==> config.mk <==
export PLATFORM = sky130hd
export DESIGN_NAME = pm_write_sched
export DESIGN_NICKNAME = d
export VERILOG_FILES = /design/src/rtl/pm_write_sched.sv
export SDC_FILE = /design/constraint.sdc
export NUM_CORES = 1
export LEC_CHECK = 0
export BUFFER_PORTS_ARGS = -buffer_cell sky130_fd_sc_hd__buf_2
export CORE_MARGIN = 2
export CORE_UTILIZATION = 40
export DETAILED_ROUTE_END_ITERATION = 10
export GPL_TIMING_DRIVEN = 0
export PLACE_DENSITY = 0.66
export SYNTH_ARGS = -nofsm -noshare
export SYNTH_HDL_FRONTEND = slang
export SYNTH_SLANG_ARGS = --single-unit
==> constraint.sdc <==
create_clock -name PM_clk -period 2.6 [get_ports PM_clk]
set_input_delay 0.26 -clock PM_clk [delete_from_list [all_inputs] [get_ports PM_clk]]
set_output_delay 0.26 -clock PM_clk [all_outputs]
set_load 0.05 [all_outputs]
==> src/rtl/pm_write_sched.sv <==
// rtl/pm_write_sched.sv - ACS write scheduler for the Viterbi path-metric register stage
module pm_write_sched #(
    parameter int PM_W     = 7,
    parameter int NSTATE   = 4,
    parameter int MAX_OUT  = 4,
    parameter int NORM_TH  = 64,
    parameter int NORM_SUB = 64,
    localparam int AW      = $clog2(NSTATE)
) (
    input  logic            PM_clk,
    input  logic            PM_rst,
    input  logic            acs0_valid,
    output logic            acs0_ready,
    input  logic [PM_W-1:0] acs0_pm,
    input  logic [AW-1:0]   acs0_addr,
    input  logic            acs0_dec,
    input  logic            acs1_valid,
    output logic            acs1_ready,
    input  logic [PM_W-1:0] acs1_pm,
    input  logic [AW-1:0]   acs1_addr,
    input  logic            acs1_dec,
    input  logic            tb_ack,
    output logic [PM_W-1:0] pm_out,
    output logic [AW-1:0]   addr_out,
    output logic            dec_out,
    output logic            data_en,
    output logic [2:0]      data_id,
    output logic            sym_done,
    output logic [2:0]      sym_id,
    output logic            norm_active,
    output logic            dup_err
);

    typedef enum logic [1:0] {
        S_IDLE,
        S_COLLECT,
        S_CLOSE,
        S_STALL
    } state_t;

    state_t              r_state;
    state_t              w_state_nxt;

    logic [NSTATE-1:0]   r_mask;
    logic [PM_W-1:0]     r_min_pm;
    logic [2:0]          r_id;
    logic [3:0]          r_out;
    logic                r_last;
    logic                r_norm_active;
    logic [PM_W-1:0]     r_pm_out;
    logic [AW-1:0]       r_addr_out;
    logic                r_dec_out;
    logic                r_data_en;
    logic [2:0]          r_data_id;
    logic                r_dup_err;

    logic                w_open;
    logic                w_gnt0;
    logic                w_gnt1;
    logic                w_xfer;
    logic                w_dup;
    logic                w_wr;
    logic [PM_W-1:0]     w_pm_sel;
    logic [AW-1:0]       w_addr_sel;
    logic                w_dec_sel;
    logic [NSTATE-1:0]   w_mask_set;
    logic [PM_W:0]       w_diff;
    logic [PM_W-1:0]     w_pm_norm;
    logic [3:0]          w_out_nxt;

    // Grants are only possible while collecting; reset also forces readies low.
    assign w_open = PM_rst && ((r_state == S_IDLE) || (r_state == S_COLLECT));

    // Round-robin grant: a lone requester wins, contention goes to the one not served last.
    always_comb begin
        w_gnt0 = 1'b0;
        w_gnt1 = 1'b0;
        if (w_open) begin
            if (acs0_valid && acs1_valid) begin
                if (r_last) w_gnt0 = 1'b1;
                else        w_gnt1 = 1'b1;
            end else if (acs0_valid) begin
                w_gnt0 = 1'b1;
            end else if (acs1_valid) begin
                w_gnt1 = 1'b1;
            end
        end
    end

    assign acs0_ready = w_gnt0;
    assign acs1_ready = w_gnt1;
    assign w_xfer     = w_gnt0 | w_gnt1;

    assign w_pm_sel   = w_gnt1 ? acs1_pm   : acs0_pm;
    assign w_addr_sel = w_gnt1 ? acs1_addr : acs0_addr;
    assign w_dec_sel  = w_gnt1 ? acs1_dec  : acs0_dec;

    // A repeated state index is accepted but never reaches the register stage.
    assign w_dup      = r_mask[w_addr_sel];
    assign w_wr       = w_xfer & ~w_dup;
    assign w_mask_set = r_mask | (NSTATE'(1) << w_addr_sel);

    // Normalisation works one bit wider so an underflow shows up as the sign bit.
    assign w_diff     = {1'b0, w_pm_sel} - (PM_W + 1)'(NORM_SUB);
    assign w_pm_norm  = r_norm_active ? (w_diff[PM_W] ? '0 : w_diff[PM_W-1:0]) : w_pm_sel;

    // Outstanding symbols: a close adds one, an ack in the same cycle cancels it.
    always_comb begin
        w_out_nxt = r_out;
        if (r_state == S_CLOSE) begin
            if (!tb_ack) w_out_nxt = r_out + 4'd1;
        end else if (tb_ack && (r_out != 4'd0)) begin
            w_out_nxt = r_out - 4'd1;
        end
    end

    // Symbol state register.
    always_ff @(posedge PM_clk or negedge PM_rst) begin
        if (!PM_rst) r_state <= S_IDLE;
        else         r_state <= w_state_nxt;
    end

    // Next-state logic: collect until every state is written, close for one cycle, stall on credits.
    always_comb begin
        w_state_nxt = r_state;
        case (r_state)
            S_IDLE, S_COLLECT: begin
                if (w_wr && (&w_mask_set)) w_state_nxt = S_CLOSE;
                else if (w_xfer)           w_state_nxt = S_COLLECT;
            end
            S_CLOSE: begin
                if (w_out_nxt == 4'(MAX_OUT)) w_state_nxt = S_STALL;
                else                          w_state_nxt = S_IDLE;
            end
            S_STALL: begin
                if (tb_ack) w_state_nxt = S_IDLE;
            end
            default: w_state_nxt = S_IDLE;
        endcase
    end

    // Write pipeline, per-symbol bookkeeping and credit counter.
    always_ff @(posedge PM_clk or negedge PM_rst) begin
        if (!PM_rst) begin
            r_mask        <= '0;
            r_min_pm      <= '1;
            r_id          <= 3'd0;
            r_out         <= 4'd0;
            r_last        <= 1'b1;
            r_norm_active <= 1'b0;
            r_pm_out      <= '0;
            r_addr_out    <= '0;
            r_dec_out     <= 1'b0;
            r_data_en     <= 1'b0;
            r_data_id     <= 3'd0;
            r_dup_err     <= 1'b0;
        end else begin
            r_data_en <= w_wr;
            r_dup_err <= w_xfer & w_dup;
            r_out     <= w_out_nxt;
            if (w_xfer) r_last <= w_gnt1;
            if (w_wr) begin
                r_pm_out   <= w_pm_norm;
                r_addr_out <= w_addr_sel;
                r_dec_out  <= w_dec_sel;
                r_data_id  <= r_id;
                r_mask     <= w_mask_set;
                if (w_pm_norm < r_min_pm) r_min_pm <= w_pm_norm;
            end
            if (r_state == S_CLOSE) begin
                r_id          <= r_id + 3'd1;
                r_norm_active <= ({1'b0, r_min_pm} >= (PM_W + 1)'(NORM_TH));
                r_min_pm      <= '1;
                r_mask        <= '0;
            end
        end
    end

    assign pm_out      = r_pm_out;
    assign addr_out    = r_addr_out;
    assign dec_out     = r_dec_out;
    assign data_en     = r_data_en;
    assign data_id     = r_data_id;
    assign dup_err     = r_dup_err;
    assign norm_active = r_norm_active;
    assign sym_done    = (r_state == S_CLOSE);
    assign sym_id      = (r_state == S_CLOSE) ? r_id : 3'd0;

endmodule

### Yosys cells after proc, flatten, opt, wreduce, memory -nomap -nowiden

Cells that the tools add are included.

* output and inout bits: 22
* flip-flop bits (word level): 37

* multiplexer cells: 30
* reductions and logical operators: 13
* magnitude comparators: 3
* bitwise logic cells: 5
* shifts and indexed selects: 1
* $add $sub $neg: 4
* eq/ne operators: 6

Operators with widths (count)
* $mux 7: 6
* $mux 4: 5
* $mux 1: 11
* $mux 2: 5
* $sub 7x7->8 const B: 1
* $ge 7x7->1 const B: 1
* $lt 7x7->1: 1
* $pmux 2 s3: 1
* $add 4x1->4 const B: 1
* $eq 2x2->1 const B: 2
* $eq 4x3->1 const B: 1
* $logic_and 1x1->1: 4
* $or 4x4->4: 1
* $reduce_and 2->1: 2
* $reduce_and 4->1: 1
* $reduce_bool 2->1: 2
* $reduce_bool 4->1: 1
* $shl 1x2->4 const A: 1
* $sub 4x1->4 const B: 1
* $add 3x1->3 const B: 1
* $lt 2x3->1 const B: 1
* $mux 3: 1
* $ne 3x3->1 const B: 1
* $and 1x1->1: 2
* 8 further kinds: 8

### Logic depth before layout (Yosys ltp)

Gate-level depths: netlist of the first run.

* depth in word-level cells: 12
* mapped depth: 12
* mapped depth without buffers: 11

### Worst setup path after synthesis of the first run

OpenSTA, ideal clock, no wires.

* path kind: register to register
* start: reg r_state[1]
* end: reg r_min_pm[0]
* path buffers: 1
* data required time: 2.528 ns
* arrival time: 2.608 ns
* clock period less this slack: 2.680 ns
* setup slack: -0.080 ns
* setup time: 0.072 ns
* cell stages (with the launch flop): 13
* cells stage by stage: dfrtp_1 > nand3b_4 > nor2_8 > buf_4 > mux2i_1 > a21oi_1 > ha_1 > nand2_1 > and3_1 > o211ai_1 > a221oi_2 > a21oi_1 > o21ai_1

* cells in the longest elaborated chain, start to end: 11

Ends and longest elaborated chain
* from (decl): RTL line 41 `state_t r_state;`
* from (signal assigned): RTL line 120 `else r_state <= w_state_nxt;`
* $eq 2x1->1 / $logic_not 2->1 (equally long branches): RTL line 72 `assign w_open = PM_rst && ((r_state == S_IDLE) || (r_state == S_COLLECT));`
* $logic_or 1x1->1 *: RTL line 72
* $logic_and 1x1->1 *: RTL line 72
* $mux 1 *: RTL line 78 `if (w_open) begin`
* named net acs1_ready: RTL line 18 `output logic acs1_ready,`
* $mux 7 *: RTL line 94 `assign w_pm_sel = w_gnt1 ? acs1_pm : acs0_pm;`
* $sub 7x7->8: RTL line 104 `assign w_diff = {1'b0, w_pm_sel} - (PM_W + 1)'(NORM_SUB);`
* $mux 7: RTL line 105 `assign w_pm_norm = r_norm_active ? (w_diff[PM_W] ? '0 : w_diff[PM_W-1:0]) : w_pm_sel;`
* $mux 7 *: RTL line 105
* named net w_pm_norm[2]: RTL line 68 `logic [PM_W-1:0] w_pm_norm;`
* $lt 7x7->1 *: RTL line 168 `if (w_pm_norm < r_min_pm) r_min_pm <= w_pm_norm;`
* $reduce_bool 2->1 (no line) *
* $reduce_and 2->1 (no line) *
* to (signal assigned): RTL line 168
* to (decl): RTL line 45 `logic [PM_W-1:0] r_min_pm;`

The timed path passes the listed nets; every way through them passes the cells marked *. The select of a mux whose other input is x is not followed.
A chain may end at the register's enable or synchronous reset.

### Worst setup path in the final report of the first run

* start: reg r_state[1]
* end: reg r_min_pm[3]

* cells in the longest elaborated chain, start to end: 11

Ends and longest elaborated chain (RTL line)
* $eq 2x1->1 / $logic_not 2->1 (equally long branches): 72
* $logic_or 1x1->1 *: 72
* $logic_and 1x1->1 *: 72
* $mux 1 *: 78
* $mux 7 *: 94
* $sub 7x7->8: 104
* $mux 7: 105
* $mux 7 *: 105
* named net w_pm_norm[2]: 68
* $lt 7x7->1 *: 168
* $reduce_bool 2->1 (no line) *
* $reduce_and 2->1 (no line) *

Marks and branches as above.

==> results of run 1 <==
[logic make-up (layout without fill, tap and decap cells)]
group / count (synthesis) / count (layout) / share of synthesized area, %
compound gates: 62 / 62 / 17.1
xor+xnor: 4 / 4 / 1.57
fa+ha+maj: 9 / 9 / 5.04
buf+inv: 24 / 96 / 4.93
flops: 37 / 37 / 41.9
mux: 20 / 20 / 10.6
simple gates: 71 / 71 / 18.8
[path summary, 6_finish.rpt]
check	startpoint	end	slack, ns
max in group asynchronous	PM_rst	r_state[1]	1.57
worst max register to register	r_state[1]	r_min_pm[3]	-0.14
min in group asynchronous	PM_rst	r_last	0.82
worst min register to register	data_id[2]	data_id[2]	0.49
worst max-delay path	r_state[1]	r_min_pm[3]	-0.14
worst min-delay path	acs0_dec	dec_out	0.28
[where the power goes]
group	internal (W)	switching (W)	total [W]
sequential	0.000865	0.000190	0.00106
combinational	0.000754	0.00116	0.00192
clock	0.000186	0.000205	0.000391
[per-stage QoR]
stage	TNS (ns)	hold WS, ns	total power (W)	util (%)	instance area [sq um]
detailed placement	-7.91	0.443	0.00264	47.1	2560
global placement	-7.85	0.445	0.00261	47.1	2560
finish	-0.764	0.281	0.00336	54.5	2970
global route	-1.57	0.324	0.00357	54.5	2970
CTS	-0.744	0.280	0.00318	52.4	2850
floorplan	0	-0.0356	0.00227	-	2240
[cells in the final DEF (no fill, tap or decap), drive strengths merged, types with 5 or more instances in the layout]
master / count
buf: 68
dfrtp: 29
a21oi: 23
nand2: 17
o21ai: 16
inv: 14
mux2: 12
nor2: 11
nor3: 10
clkbuf: 10
ha: 9
nand3: 8
dfstp: 8
mux2i: 8
nand4: 5
[per-layer routing]
| layer | track usage [%] | share of wire (%) | vias to the layer above |
|---|---|---|---|
| met5 | 0 | 0 | - |
| li1 | - | - | 960 |
| met4 | 7.37 | 1.8 | 0 |
| met1 | 27.4 | 48 | 958 |
| met3 | 3.75 | 4.7 | 7 |
| met2 | 27.6 | 45 | 60 |
[final cells by class]
cell class	count	area share, %
Multi-Input combinational cell	166	45.1
Clock inverter	2	0.338
Sequential cell	37	31.6
Inverter	15	1.90
Timing Repair Buffer	64	13.5
Tap cell	72	3.04
Buffer	9	2.07
Clock buffer	6	2.45
[what timing repair did]
action,CTS,global route
setup endpoints to repair,7,7
gates resized for setup,22,11
setup buffers,9,8
hold buffers,2,0
pin swaps,3,14
endpoints found under the hold margin,29,0
[sequential cells by signal, summed over array words and instances, names as in the netlist]
signal,cells
r_mask,4
data_id,3
dup_err,1
norm_active,1
r_last,1
dec_out,1
addr_out,2
r_id,3
r_out,4
data_en,1
r_state,2
r_min_pm,7
pm_out,7
[critical path, stage by stage, from the launching register on]
cell,delay (ns)
dfrtp_2,0.41
nand3b_4,0.19
nor2_8,0.15
buf_8,0.14
mux2i_1,0.25
a21oi_2,0.06
ha_1,0.31
nand2_1,0.06
and3_1,0.14
o211ai_1,0.12
buf_4,0.18
a221oi_4,0.28
buf_6,0.16
a21oi_2,0.06
o21ai_1,0.16
==> impl_metrics.ini, run 1 <==
[finish]
ff_latch_area_sq_um = 937
synthToLayoutAreaGrowth_pct = 32.8
diodes = 0
drive_gt1_share_pct = 41.5
fin_nets = 332
multiInputGateArea_sq_um = 1340
fillers = 495
finalNonFillerCells = 371

[placement]
hpwl_microns = 3690
io_buffers = 45
gp_congestion = 0.819
post-place-cells = 344
detailedPlace.worstSlack_ns = -1.11

[power]
p_leak_nw = 1.38
worst_ir_drop_vdd_v = 0.000554
p_per_area_nw_per_um2 = 1130

[synth]
ys.flop_type = dfrtp_1
yosysSeqAreaShare_pct = 41.9
synth_edf_count = 0
yosys.cell_types.count = 49
synth_top_area_share_pct = 32.5
yosysMostFrequentCell = dfrtp_1
async_reset_ff_share_pct = 100
ys_top_cells_by_area = dfrtp_1 32%, dfstp_2 9.4%, a21oi_1 5.2%
syn-mean-instance-area_sq_um = 9.84
synthCells = 227
synth_nets = 261
synth_warnings = 0
synth_area_leader_cell = dfrtp_1
synth_seq_cells = 37
synth_top_cells_by_count = 29 x dfrtp_1, 23 x a21oi_1, 17 x nand2_1
syn-cell-area_sq_um = 2230

[run_status]
failed_checks = negative setup slack
outcome = finished with violations

[worst_setup_path]
end_kind = flip-flop
critPathMaxFanout = 4
cp_data_arrival_time_ns = 2.95
criticalPathCategory = flip-flop to flip-flop
reg2reg_depth = 14
worstPathRequired_ns = 2.81
startpoint_type = flip-flop

[clocking]
cts_tree = yes
root_buffer = clkbuf_8
clk_latency_ns = 0.29
cts.sinks = 37
cts_buffers = 5
clockBufferDepth = 2
clk_pin_slew_ns = 0.08
h-tree-depth = 2

[grt]
grt_use_total_pct = 18.8
grt_remaining_overflow = 0
grt_pass1_vias = 1836
grt_max_degree = 30
antenna_found_initial = 0
grt_pass1_wl_microns = 9060

[die]
io_pins = 47
coreArea_sq_um = 5440
rows = 27
start_util_pct = 41.1
die_w_microns = 78.7
die_area_sq_um = 6200
die_h_microns = 78.7

[timing]
final_hold_viol_count = 0
clock_skew_ns = 0.00448
slew_viol_final = 0
period_needed_ns = 2.74
rsz0062_at_grt = yes
tightest_slew_ns = 0.530
max_freq_mhz = 366
finalCritPeriodShare_pct = 105
slew_headroom_pct = 64.7
setup_ws_ns = -0.135
finalSetupViolCount = 7

[routing]
wire_per_inst_microns = 15.2
drtPass1Iterations = 5
num_vias = 1985
vias_per_cell = 5.35
drtAntennaViolNets = 0
drtIter0Drc = 125
drt-total-wl_microns = 5640
drc = 0

[flow_run]
cap_violations = 0

[min_path]
hp-class = input port to flip-flop
holdPathStages = 3
No activity file was read; power rests on OpenSTA's default activity.
==> inputs of run 2 (changes only) <==
- ABC_AREA: default -> 1
- CELL_PAD_IN_SITES_DETAIL_PLACEMENT: default -> 0
- CELL_PAD_IN_SITES_GLOBAL_PLACEMENT: default -> 1
- CORE_UTILIZATION: 40 -> 36
- PLACE_DENSITY: 0.66 -> 0.78
==> run 2 against run 1 <==
The run now ends clean; design area decreased by 7.4%; critical path depth increased by 1; largest power group unchanged; clock skew increased by 0.0043 ns; area after synthesis increased by 0.11%; fmax increased by 16%; sequential cell count unchanged; register-to-register slack improved by 0.37 ns; first-iteration DRC count decreased by 11%.
==> impl_metrics.ini, run 2 <==
[run_status]
outcome = complete, no violations

[die]
rows = 28
io_pins = 47
die_w_microns = 82.8
start_util_pct = 37.5
coreArea_sq_um = 5960
die_h_microns = 82.8
die_area_sq_um = 6860

[grt]
grt_use_total_pct = 15.7
grt_max_degree = 30
grt_pass1_wl_microns = 8740
grt_remaining_overflow = 0
antenna_found_initial = 0
grt_pass1_vias = 1789

[timing]
max_freq_mhz = 424
setup_ws_ns = 0.239
final_hold_viol_count = 0
period_needed_ns = 2.36
slew_viol_final = 0
clock_skew_ns = 0.00883
fin_hold_ws_ns = 0.0147
fin_setup_tns_ns = 0
tightest_slew_ns = 0.495
finalSetupViolCount = 0
rsz0062_at_grt = no
slew_headroom_pct = 67.0
finalCritPeriodShare_pct = 90.8

[synth]
synth_nets = 315
synth_seq_cells = 37
syn-mean-instance-area_sq_um = 7.96
ys_top_cells_by_area = dfrtp_1 32%, nand2_1 14%, dfstp_2 9.4%
ys.flop_type = dfrtp_1
synth_top_area_share_pct = 32.5
synth_edf_count = 0
synth_warnings = 0
yosysMostFrequentCell = nand2_1
async_reset_ff_share_pct = 100
yosys.cell_types.count = 31
synth_top_cells_by_count = 82 x nand2_1, 42 x inv_1, 29 x dfrtp_1
syn-cell-area_sq_um = 2240
yosysSeqAreaShare_pct = 41.9
synthCells = 281
synth_area_leader_cell = dfrtp_1

[power]
p_leak_nw = 1.52
p_per_area_nw_per_um2 = 916
worst_ir_drop_vdd_v = 0.000404

[routing]
wire_per_inst_microns = 12.1
vias_per_cell = 4.66
drtIter0Drc = 111
drtAntennaViolNets = 0
drc = 0
drtPass1Iterations = 4
drt-total-wl_microns = 4990
num_vias = 1924

[placement]
gp_congestion = 0.815
post-place-cells = 402
io_buffers = 46
hpwl_microns = 3670
detailedPlace.worstSlack_ns = -0.629

[worst_setup_path]
cpMaxStageDelayCell = dfstp_2
startpoint_type = flip-flop
end_kind = flip-flop
worst_r2r_endpoint = r_min_pm[0]
cp_data_arrival_time_ns = 2.59
worstPathRequired_ns = 2.83
reg2reg_depth = 15
critPathMaxFanout = 10
critPathTopFamily = simple AND/OR/NAND/NOR gates
r2r_slack_ns = 0.24
worst-path-buf-inv = 3
r2r-start = r_last
criticalPathCategory = flip-flop to flip-flop
critPathMaxStageDelay_ns = 0.55
path_cells = nand2_2 -> nand3_4 -> buf_8 -> mux2i_1 -> inv_1 -> nand2_2 -> inv_1 -> ha_1 -> a21oi_1 -> o21ai_1 -> nor2_4 -> nand2_4 -> nand2_4 -> nand2_1 -> nand2_1

[clocking]
h-tree-depth = 2
cts.sinks = 37
clockBufferDepth = 2
root_buffer = clkbuf_8
clk_pin_slew_ns = 0.08
cts_buffers = 5
cts_tree = yes
clk_latency_ns = 0.29

[finish]
synthToLayoutAreaGrowth_pct = 22.8
drive_gt1_share_pct = 30.2
final_common_cell = nand2_1
layout_common_cells = 78 x nand2_1, 46 x buf_2, 42 x inv_1
fillers = 619
fin_nets = 371
diodes = 0
multiInputGateArea_sq_um = 1070
ff_latch_area_sq_um = 936
finalNonFillerCells = 413

[flow_run]
cap_violations = 0

[min_path]
hp-class = input port to async pin
==> run 2: changes by cell type after synthesis, sizes merged, moves of 6 or more <==
cell,previous run,this run
o21ai,16,27
mux2,12,0
inv,14,44
a21oi,23,12
nor2,11,17
nor3,10,2
nand3,8,18
nand2,17,93
==> run 2: kinds of logic (layout without fill, tap and decap cells) <==
logic type	count (synthesis)	after routing	synth area share [%]
AND/OR/NAND/NOR	136	136	28.8
buffers and inverters	51	108	10.5
AO/OA/AOI/OAI	41	41	10.7
flip-flops	37	37	41.9
adder cells (fa/ha/maj)	9	9	5.04
multiplexers	5	5	2.24
XOR/XNOR	2	2	0.784
==> run 2: cell type report <==
| type | instances | area share [%] |
|---|---|---|
| clock inverters | 3 | 2.37 |
| plain buffers | 7 | 2.69 |
| flip-flops and latches | 37 | 34.1 |
| inverters | 44 | 6.02 |
| well taps | 75 | 3.42 |
| clock buffers | 5 | 2.51 |
| repair buffers | 49 | 9.75 |
| multi-input cells | 193 | 39.2 |
==> run 2: where the power goes <==
part           leakage (nW)  switching, W  internal, W  total [W]
combinational          1.00      0.000709     0.000327    0.00104
clock                0.0681      0.000212     0.000381   0.000593
sequential            0.453      0.000104     0.000780   0.000884
total                  1.52       0.00103      0.00149    0.00251
==> run 2: metrics by stage <==
stage                     cell area (sq um)  power (W)  util [%]
after floorplan                        2240    0.00168         -
after global placement                 2560    0.00191      43.0
after detailed placement               2560    0.00192      43.0
after CTS                              2720    0.00254      45.6
after global routing                   2750    0.00272      46.1
final                                  2750    0.00251      46.1
==> run 2: worst max-delay path by stage <==
stage | from | to | slack [ns] | depth (start not counted)
CTS | r_last | r_min_pm[0] | 0.003 | 15
global placement | PM_rst | r_min_pm[2] | -0.57 | 17
finish | r_last | r_min_pm[0] | 0.24 | 15
global route | r_last | r_min_pm[0] | 0.01 | 15
detailed placement | PM_rst | r_min_pm[1] | -0.63 | 17
floorplan | r_state[1] | dec_out | 0.20 | 9
==> run 2: what timing repair did <==
action,in CTS,in global routing
resized for setup,1,6
setup endpoints to repair,7,7
hold endpoints to repair,29,0
hold buffers,1,0
pin swaps,0,2
buffers inserted,0,2
==> run 2: routing by layer <==
layer | global-route usage (%) | share of wire [%] | vias to the layer above
met4 | 3.58 | 1.0 | 0
li1 | - | - | 1003
met5 | 0 | 0 | -
met3 | 3.88 | 5.9 | 5
met1 | 22.8 | 50 | 864
met2 | 23.5 | 43 | 52
